$ cat config.mk
export PLATFORM = sky130hd
export DESIGN_NAME = priority_resolver_n
export DESIGN_NICKNAME = d
export VERILOG_FILES = /design/src/rtl/priority_resolver_n.sv
export SDC_FILE = /design/constraint.sdc
export NUM_CORES = 1
export LEC_CHECK = 0
export CAP_MARGIN = 20
export CORE_UTILIZATION = 30
export DETAILED_ROUTE_END_ITERATION = 16
export PLACE_DENSITY_LB_ADDON = 0.2
export SYNTH_ARGS = -nofsm -noshare
export SYNTH_HDL_FRONTEND = slang
export SYNTH_SLANG_ARGS = --single-unit
$ cat constraint.sdc
create_clock -name clock -period 5.8 [get_ports clock]
set_clock_uncertainty 0.05 [all_clocks]
set_input_delay 1.74 -clock clock [delete_from_list [all_inputs] [get_ports clock]]
set_output_delay 1.74 -clock clock [all_outputs]
set_load 0.01 [all_outputs]
$ cat src/rtl/priority_resolver_n.sv
// Stateful N-input PIC priority resolver: in-service register, rotating priority base and the
// request/acknowledge handshake toward the CPU.
module priority_resolver_n #(
  parameter int unsigned NUM_IRQ = 8,
  parameter int unsigned ID_W    = 3
) (
  input  logic               clock,
  input  logic               reset,
  input  logic [NUM_IRQ-1:0] irq_request,
  input  logic [NUM_IRQ-1:0] irq_mask,
  input  logic               special_mask_mode,
  input  logic               auto_rotate,
  input  logic               auto_eoi,
  input  logic               set_priority,
  input  logic [ID_W-1:0]    priority_level,
  input  logic               ack,
  input  logic               eoi,
  input  logic               eoi_specific,
  input  logic [ID_W-1:0]    eoi_level,
  output logic               int_req,
  output logic [ID_W-1:0]    int_vector,
  output logic [NUM_IRQ-1:0] in_service,
  output logic [ID_W-1:0]    priority_base
);

  typedef enum logic [1:0] {StIdle, StReq, StAck} state_e;

  localparam logic [ID_W:0]   NumW    = (ID_W+1)'(NUM_IRQ);
  localparam logic [ID_W-1:0] LastLvl = ID_W'(NUM_IRQ - 1);

  state_e               state_q;
  logic                 int_req_q;
  logic [ID_W-1:0]      vec_q;
  logic [NUM_IRQ-1:0]   isr_q, isr_d;
  logic [ID_W-1:0]      base_q, base_d;

  // Level sitting at priority position p counted from base, wrapping at NUM_IRQ.
  function automatic logic [ID_W-1:0] lvl_at(input logic [ID_W-1:0] base, input int unsigned p);
    logic [ID_W:0] sum;
    sum = {1'b0, base} + (ID_W+1)'(p);
    if (sum >= NumW) sum = sum - NumW;
    return sum[ID_W-1:0];
  endfunction

  function automatic logic [ID_W-1:0] next_lvl(input logic [ID_W-1:0] lvl);
    return (lvl == LastLvl) ? '0 : lvl + 1'b1;
  endfunction

  function automatic logic in_range(input logic [ID_W-1:0] lvl);
    return {1'b0, lvl} < NumW;
  endfunction

  logic [NUM_IRQ-1:0] eligible, blocking;
  logic               win_found, win_stop;
  logic [ID_W-1:0]    win_lvl, win_scan;

  // Scan from base; the first blocking ISR bit (same level included) ends the search.
  always_comb begin
    eligible  = irq_request & ~irq_mask;
    blocking  = special_mask_mode ? (isr_q & ~irq_mask) : isr_q;
    win_found = 1'b0;
    win_stop  = 1'b0;
    win_lvl   = '0;
    win_scan  = '0;
    for (int unsigned p = 0; p < NUM_IRQ; p++) begin
      win_scan = lvl_at(base_q, p);
      if (!win_stop) begin
        if (blocking[win_scan]) begin
          win_stop = 1'b1;
        end else if (eligible[win_scan]) begin
          win_found = 1'b1;
          win_lvl   = win_scan;
          win_stop  = 1'b1;
        end
      end
    end
  end

  logic            eoi_found;
  logic [ID_W-1:0] eoi_top, eoi_scan;

  always_comb begin
    eoi_found = 1'b0;
    eoi_top   = '0;
    eoi_scan  = '0;
    for (int unsigned p = 0; p < NUM_IRQ; p++) begin
      eoi_scan = lvl_at(base_q, p);
      if (!eoi_found && isr_q[eoi_scan]) begin
        eoi_found = 1'b1;
        eoi_top   = eoi_scan;
      end
    end
  end

  // EOI clears act on the old ISR, the ack set is ORed in afterwards; set_priority wins last.
  always_comb begin
    isr_d  = isr_q;
    base_d = base_q;
    if (eoi && eoi_found) begin
      isr_d[eoi_top] = 1'b0;
      if (auto_rotate) base_d = next_lvl(eoi_top);
    end
    if (eoi_specific && in_range(eoi_level)) isr_d[eoi_level] = 1'b0;
    if (state_q == StReq && ack && win_found) begin
      if (!auto_eoi) begin
        isr_d[win_lvl] = 1'b1;
      end else if (auto_rotate) begin
        base_d = next_lvl(win_lvl);
      end
    end
    if (set_priority && in_range(priority_level)) base_d = next_lvl(priority_level);
  end

  always_ff @(posedge clock or posedge reset) begin
    if (reset) begin
      state_q   <= StIdle;
      int_req_q <= 1'b0;
      vec_q     <= '0;
      isr_q     <= '0;
      base_q    <= '0;
    end else begin
      isr_q  <= isr_d;
      base_q <= base_d;
      unique case (state_q)
        StIdle: begin
          if (win_found) begin
            state_q   <= StReq;
            int_req_q <= 1'b1;
            vec_q     <= win_lvl;
          end
        end
        StReq: begin
          if (ack) begin
            state_q   <= StAck;
            int_req_q <= 1'b0;
            // A withdrawn request still completes the handshake with the spurious vector.
            vec_q     <= win_found ? win_lvl : LastLvl;
          end else if (win_found) begin
            vec_q <= win_lvl;
          end
        end
        StAck: state_q <= StIdle;
        default: state_q <= StIdle;
      endcase
    end
  end

  assign int_req       = int_req_q;
  assign int_vector    = vec_q;
  assign in_service    = isr_q;
  assign priority_base = base_q;

endmodule

==> results.toml, run 1 <==
[timing]
min_period_ns = 5.05
finalHoldViolCount = 0
worst_slew_pin_slew_ns = 0.671
setup_ws_ns = 0.753
rsz0062_at_grt = "false"
max_freq_mhz = 198
fin_crit_sh_pct = 87.0
finalSetupViolCount = 0
drv_slew = 0
finalSetupTns_ns = 0
relSlewSlack_pct = 55.2

[clock_network]
worstSkewPairLatency_ns = 0.25
cts_sinks = 17
tritoncts = "done"
cts.reportedPaths.clkPinSlew_ns = 0.05
clk_path_buf_depth = 2
htreeDepth = 1
ctsHoldBuffers = 0
cts_resized = 0
postCtsSetupBuffers = 0
cts-buffers-inserted = 3
root_buffer = "clkbuf_16"

[worst_setup_path]
worst_setup_path_start_kind = "input port"
cpMostUsedCell = "mux2i_1"
slowest_delay_ns = 0.62
worst-endpoint-arrival_ns = 5.19
cp_max_fo = 8
crit_type = "input port to register"
crit_chain = "clkdlybuf4s50_1 > a21boi_1 > mux2i_1 > mux4_2 > nor2b_1 > nand4b_2 > or4_1 > o311ai_2 > inv_2 > ha_1 > nand2b_1 > mux2i_1 > o221a_2"
required_ns = 5.94
cp_slowest_cell = "clkdlybuf4s50_1"
end_kind = "register"

[floorplanning]
die_area_um2 = 11700
rows = 38
initial_core_util_pct = 31.1
coreArea_um2 = 10900
dieWidth_um = 108
die_height_um = 108
io_pins = 46

[logic_synthesis]
synth.yosys.seq_area_share_pct = 12.5
avgSynthCellArea_um2 = 9.46
synthCells = 359
ys_seq_elements = 17
yosysMostFrequentCell = "mux4_2"
synth_fp_nets = 397
yosysTopAreaCell = "mux4_2"
synth_top_cell_area_share_pct = 20.6
synth-edff-count = 0
synth_warnings = 0
netlist_area_um2 = 3400
yosys-top-cells-count = "mux4_2, mux2i_1, nand2_1"
ys_async_sr_fraction_pct = 100
synthTopCellsByArea = "mux4_2, dfrtp_1, mux2i_1"
synthFlopType = "dfrtp_1"
yosys.cell_types.count = 80

[routing]
ant_nets = 0
via_per_inst = 6.11
wl_per_cell_um = 19.5
drc = 0
totalWireLength_mm = 10.5
drt_pass1_iterations = 4
vias = 3283
drt_iter0_drc = 167

[placement]
io_buffers = 45
gp_congestion = 0.893
post-place-ws_ns = 0.540
place_hpwl_mm = 8.12

[status]
status = "finished, final reports clean"

[global_route]
gr-usage-all-layers_pct = 18.6
grt.overflow.total = 0
grt_max_degree = 31
grt_antenna_before_repair = 0
grt_pass1_wl_mm = 17.1
grt_pass1_vias = 3248

[finish]
drive_gt1_share_pct = 20.7
final_nets = 436
antennaDiodeCount = 0
syn_to_final_growth_pct = 18.6

[flow_run]
cap_violations = 0

[worst_hold_path]
hold_class = "register to register"
-- critical path, delay by kind of cell --
family	cells	cell delay, ns
adder cells (fa/ha/maj)	1	0.20
multiplexers	3	0.96
AND/OR/NAND/NOR	4	1.09
AO/OA/AOI/OAI	3	0.47
buffers and inverters	2	0.73
-- metrics by stage --
step                      cells  area [um2]  utilization (%)  hold WS (ns)
after detailed placement    533        3950             36.1         0.384
after global placement      533        3950             36.1         0.394
final                       537        4030             36.8         0.408
after CTS                   537        4030             36.8         0.405
after floorplan             359        3400                -         0.365
after global routing        537        4030             36.8         0.437
-- worst paths after layout --
| kind | start | endpoint | slack [ns] | cells after the start |
|---|---|---|---|---|
| max in group asynchronous | reset | in_service[2] | 3.43 | 2 |
| setup / recovery | special_mask_mode | priority_base[2] | 0.75 | 13 |
| min in group asynchronous | reset | int_vector[2] | 1.84 | 2 |
| hold reg to reg | state_q[1] | state_q[0] | 0.41 | 1 |
| setup reg to reg | priority_base[1] | priority_base[2] | 1.59 | 14 |
| hold / removal | state_q[1] | state_q[0] | 0.41 | 1 |
-- cell usage in the layout, fill, tap and decap left out, drive strengths merged, types with 12 or more instances in the layout --
cell and n:
nor2 18, mux2 19, mux2i 32, dfrtp 17, nand2 29, nand3 12, mux4 31, o21ai 23
a21oi 12, clkdlybuf4s50 45, nand2b 16
-- cells by family (layout without fill, tap and decap cells) --
| logic type | Yosys count | in the layout | share of synthesized area (%) |
|---|---|---|---|
| AO/OA/AOI/OAI | 102 | 102 | 22.3 |
| XOR/XNOR | 5 | 5 | 2.28 |
| adder cells (fa/ha/maj) | 7 | 7 | 2.58 |
| buffers and inverters | 27 | 65 | 4.42 |
| flip-flops | 17 | 17 | 12.5 |
| multiplexers | 82 | 82 | 36.7 |
| AND/OR/NAND/NOR | 119 | 119 | 19.2 |
-- layout make-up --
class                   instances  area (um2)
inverters                      12        47.5
clock buffers                   3        75.1
clock inverters                 1        5.00
repair buffers                 49         480
well taps                     140         175
multi-input cells             315        2820
fillers                      1124        6910
flip-flops and latches         17         425
-- registers in the layout, summed over array words and instances (netlist names) --
| signal | cells |
|---|---|
| in_service | 8 |
| int_vector | 3 |
| priority_base | 3 |
| state_q | 2 |
| int_req | 1 |
-- metal layers --
| metal | global-route usage [%] | wire length (um) | up-vias |
|---|---|---|---|
| li1 | - | - | 1513 |
| met3 | 1.21 | 429 | 18 |
| met1 | 24.7 | 4570 | 1650 |
| met5 | 0 | 0 | - |
| met4 | 4.73 | 220 | 0 |
| met2 | 32.8 | 5280 | 102 |
Power of run 1 is left out: the tool's default activity adds up to more than one toggle a clock period on the data nets, which glitch-free logic cannot reach.
==> run 2: changes to the inputs <==
Settings changed: CORE_ASPECT_RATIO set to 1.4, SETUP_SLACK_MARGIN set to 0.4.
==> run 2 against run 1 <==
Against the previous run: hold slack got worse by 0.014 ns; register-to-register slack got worse by 0.63 ns; sequential share of layout area unchanged; cell area unchanged; final cell count increased by 0.19%; largest cell class unchanged; wire length increased by 4.2%; clock-buffer cell count increased by 1; critical path depth unchanged; maximum frequency decreased by 1.4%; sequential cell count unchanged; first-iteration DRC count increased by 19%; non-clock buffer count unchanged.
==> results.toml, run 2 (synthesis results as in run 1) <==
[worst_setup_path]
worst_setup_path_start_kind = "input port"
crit_chain = "clkdlybuf4s50_1 > a21boi_1 > mux2i_1 > mux4_2 > nor2b_1 > nand4b_2 > or4_1 > o311ai_2 > inv_2 > ha_1 > nand2b_1 > mux2i_1 > o221a_2"
cp_slowest_cell = "clkdlybuf4s50_1"
reg2reg_depth = 14
cp_num_buf_inv = 2
slowest_delay_ns = 0.63
worst-endpoint-arrival_ns = 5.25
crit_type = "input port to register"
cpMostUsedCell = "mux2i_1"
required_ns = 5.94
cp.depth = 13
cp_max_fo = 8
path_delay_family = "simple AND/OR/NAND/NOR gates"
end_kind = "register"

[finish]
final_nets = 436
seq_area_um2 = 425
multiInputGateArea_um2 = 2820
syn_to_final_growth_pct = 18.6
largest_reg_flops = 8
drive_gt1_share_pct = 20.4
n_fill_cell = 1125
fin_util_pct = 36.9
antennaDiodeCount = 0
final_cell_mix = "clkdlybuf4s50_1, mux4_2, mux2i_1"
layout_commonest_cell = "clkdlybuf4s50_1"

[floorplanning]
coreArea_um2 = 10900
initial_core_util_pct = 31.1
die_height_um = 128
die_area_um2 = 11800
dieWidth_um = 91.9
io_pins = 46
rows = 45

[global_route]
grt_antenna_before_repair = 0
grt_max_degree = 30
grt_pass1_vias = 3227
gr-usage-all-layers_pct = 18.8
grt_pass1_wl_mm = 17.4
grt.overflow.total = 0

[placement]
io_buffers = 45
post-place-ws_ns = 0.436
place_hpwl_mm = 8.57
gp_congestion = 0.896

[timing]
min_period_ns = 5.12
drv_slew = 0
rsz0062_at_grt = "false"
hold_ws_ns = 0.393
setup_ws_ns = 0.683
worst_slew_pin_slew_ns = 0.693
max_freq_mhz = 195
relSlewSlack_pct = 53.8
finalHoldViolCount = 0
finalSetupViolCount = 0
fin_crit_sh_pct = 88.2
finalSetupTns_ns = 0

[routing]
vias = 3261
ant_nets = 0
drt_pass1_iterations = 5
via_per_inst = 6.06
drt_iter0_drc = 199
totalWireLength_mm = 10.9
wl_per_cell_um = 20.3
drc = 0

[clock_network]
worstSkewPairLatency_ns = 0.25
htreeDepth = 1
ctsHoldBuffers = 0
root_buffer = "clkbuf_16"
clk_path_buf_depth = 2
postCtsSetupBuffers = 0
cts_sinks = 17
cts.reportedPaths.clkPinSlew_ns = 0.05
tritoncts = "done"
cts-buffers-inserted = 3
cts_resized = 0

[worst_hold_path]
holdPathStages = 1
hold_class = "register to register"

[status]
status = "finished, final reports clean"

[flow_run]
cap_violations = 0
run 2: cell types whose count changed in the layout (fill, tap and decap cells not counted), sizes merged:
cell and change:
clkbuf +1, clkinv -1
run 2: path summary, 6_finish.rpt:
| check | from | end | slack [ns] |
|---|---|---|---|
| setup / recovery | special_mask_mode | priority_base[2] | 0.68 |
| hold / removal | state_q[1] | state_q[0] | 0.39 |
| setup reg to reg | priority_base[0] | priority_base[2] | 0.96 |
| hold reg to reg | state_q[1] | state_q[0] | 0.39 |
| max in group asynchronous | reset | priority_base[0] | 3.42 |
| min in group asynchronous | reset | in_service[4] | 1.85 |
run 2: worst reg2reg max path, cell delays in order, from the launching register on:
cell and delay (ns):
dfrtp_1 0.78, inv_4 0.27, ha_1 0.47, buf_4 0.32, clkinv_1 0.41, o311a_1 0.49, nor3_1 0.35, o21ai_0 0.27
or4_1 0.47, o311ai_2 0.14, inv_2 0.10, ha_1 0.20, nand2b_1 0.14, mux2i_1 0.14, o221a_2 0.20
run 2: metal layers:
layer  vias up  track usage, %  share of wire (%)
met5         -               0                  0
met4         0            6.62                3.2
met3        24            1.19                3.8
met2        99            36.5                 55
met1      1624            21.5                 38
li1       1514               -                  -
run 2: layout make-up:
cell class                 count  area share [%]
clock buffer                   4            1.96
inverter                      12            1.18
multi-input combinational    315            70.0
sequential                    17            10.6
tap                          141            4.38
timing repair buffer          49            11.9
run 2: per-stage QoR:
stage	cells	area, um2
2_1_floorplan	359	3400
4_1_cts	538	4030
3_3_place_gp	534	3950
5_1_grt	538	4030
6_report	538	4030
3_5_place_dp	534	3950
Power of run 2 is left out for the same reason.
==> run 3: changes to the inputs <==
Settings changed: HOLD_SLACK_MARGIN set to 0.1, PLACE_DENSITY set to 0.53, PLACE_DENSITY_LB_ADDON 0.2 to unset.
==> run 3 against run 2 <==
Against the previous run: hold slack gained 0.0023 ns; via count grew 0.49%; setup slack gained 0.011 ns; maximum frequency grew 0.22%; sequential share of layout area is the same; non-clock buffer count is the same; global-route usage is essentially flat; wire length shrank 1.4%; final cell count is the same; highest routed layer unchanged.
==> results.toml, run 3 (synthesis results as in run 1) <==
[worst_setup_path]
required_ns = 5.94
cp_slowest_cell = "clkdlybuf4s50_1"
worst-endpoint-arrival_ns = 5.24
cp_max_fo = 8
worst_setup_path_start_kind = "input port"
cpMostUsedCell = "mux2i_1"
slowest_delay_ns = 0.62
crit_chain = "clkdlybuf4s50_1 > a21boi_1 > mux2i_1 > mux4_2 > nor2b_1 > nand4b_2 > or4_1 > o311ai_2 > inv_2 > ha_1 > nand2b_1 > mux2i_1 > o221a_2"
cp_num_buf_inv = 2
crit_type = "input port to register"
end_kind = "register"
path_delay_family = "simple AND/OR/NAND/NOR gates"

[clock_network]
ctsHoldBuffers = 0
postCtsSetupBuffers = 0
root_buffer = "clkbuf_16"
cts-buffers-inserted = 3
htreeDepth = 1
worstSkewPairLatency_ns = 0.25
cts.reportedPaths.clkPinSlew_ns = 0.05
cts_resized = 0
tritoncts = "done"
cts_sinks = 17
clk_path_buf_depth = 2

[worst_hold_path]
hold_class = "register to register"

[placement]
gp_congestion = 0.891
place_hpwl_mm = 8.52
io_buffers = 45
placedCellCount = 534

[finish]
syn_to_final_growth_pct = 18.6
drive_gt1_share_pct = 20.4
n_fill_cell = 1130
fin_util_pct = 36.9
fin_cells = 538
final_cell_mix = "clkdlybuf4s50_1, mux4_2, mux2i_1"
antennaDiodeCount = 0
largest_reg_flops = 8
final_nets = 436
layout_commonest_cell = "clkdlybuf4s50_1"

[floorplanning]
coreArea_um2 = 10900
die_area_um2 = 11800
io_pins = 46
rows = 45
initial_core_util_pct = 31.1
die_height_um = 128
dieWidth_um = 91.9

[routing]
via_per_inst = 6.09
drt_iter0_drc = 147
drc = 0
wl_per_cell_um = 20.0
drt_pass1_iterations = 6
ant_nets = 0
totalWireLength_mm = 10.8
vias = 3277

[timing]
drv_slew = 0
fin_crit_sh_pct = 88.0
rsz0062_at_grt = "false"
worst_slew_pin_slew_ns = 0.687
relSlewSlack_pct = 54.1
max_freq_mhz = 196
finalSetupViolCount = 0
finalSetupTns_ns = 0
finalHoldViolCount = 0
min_period_ns = 5.11

[global_route]
grt_max_degree = 31
grt_pass1_wl_mm = 17.5
grt.overflow.total = 0
grt_pass1_vias = 3411
grt_antenna_before_repair = 0
gr-usage-all-layers_pct = 18.9

[status]
status = "finished, final reports clean"

[flow_run]
cap_violations = 0
==> run 3: through the flow <==
stage | instance area (um2) | setup slack (ns) | hold WS [ns]
3_5_place_dp | 3950 | 0.464 | 0.384
2_1_floorplan | 3400 | 1.48 | 0.365
5_1_grt | 4030 | 0.452 | 0.426
4_1_cts | 4030 | 0.703 | 0.391
3_3_place_gp | 3950 | 0.613 | 0.389
6_report | 4030 | 0.694 | 0.395
==> run 3: final timing paths <==
path | cells after the start | startpoint | slack (ns) | end
max in group asynchronous | 2 | reset | 3.42 | priority_base[2]
setup reg to reg | 13 | priority_base[0] | 1.55 | priority_base[2]
hold reg to reg | 1 | state_q[1] | 0.40 | state_q[0]
min in group asynchronous | 2 | reset | 1.85 | in_service[0]
setup / recovery | 13 | special_mask_mode | 0.69 | priority_base[2]
hold / removal | 1 | state_q[1] | 0.40 | state_q[0]
==> run 3: routing by layer <==
layer  part of all wire (%)  GRT usage (%)  vias to the layer above
li1                       -              -                     1512
met3                    4.4           1.84                       36
met5                      0              0                        -
met2                     54           35.6                      120
met1                     37           20.4                     1609
met4                    4.8           10.2                        0
==> run 3: cell type report <==
type	count	area [um2]	share of cell area (%)
Clock buffer	4	78.8	1.96
Timing Repair Buffer	49	480	11.9
Multi-Input combinational cell	315	2820	70.0
Inverter	12	47.5	1.18
Sequential cell	17	425	10.6
Tap cell	141	176	4.38
Power of run 3 is left out for the same reason.
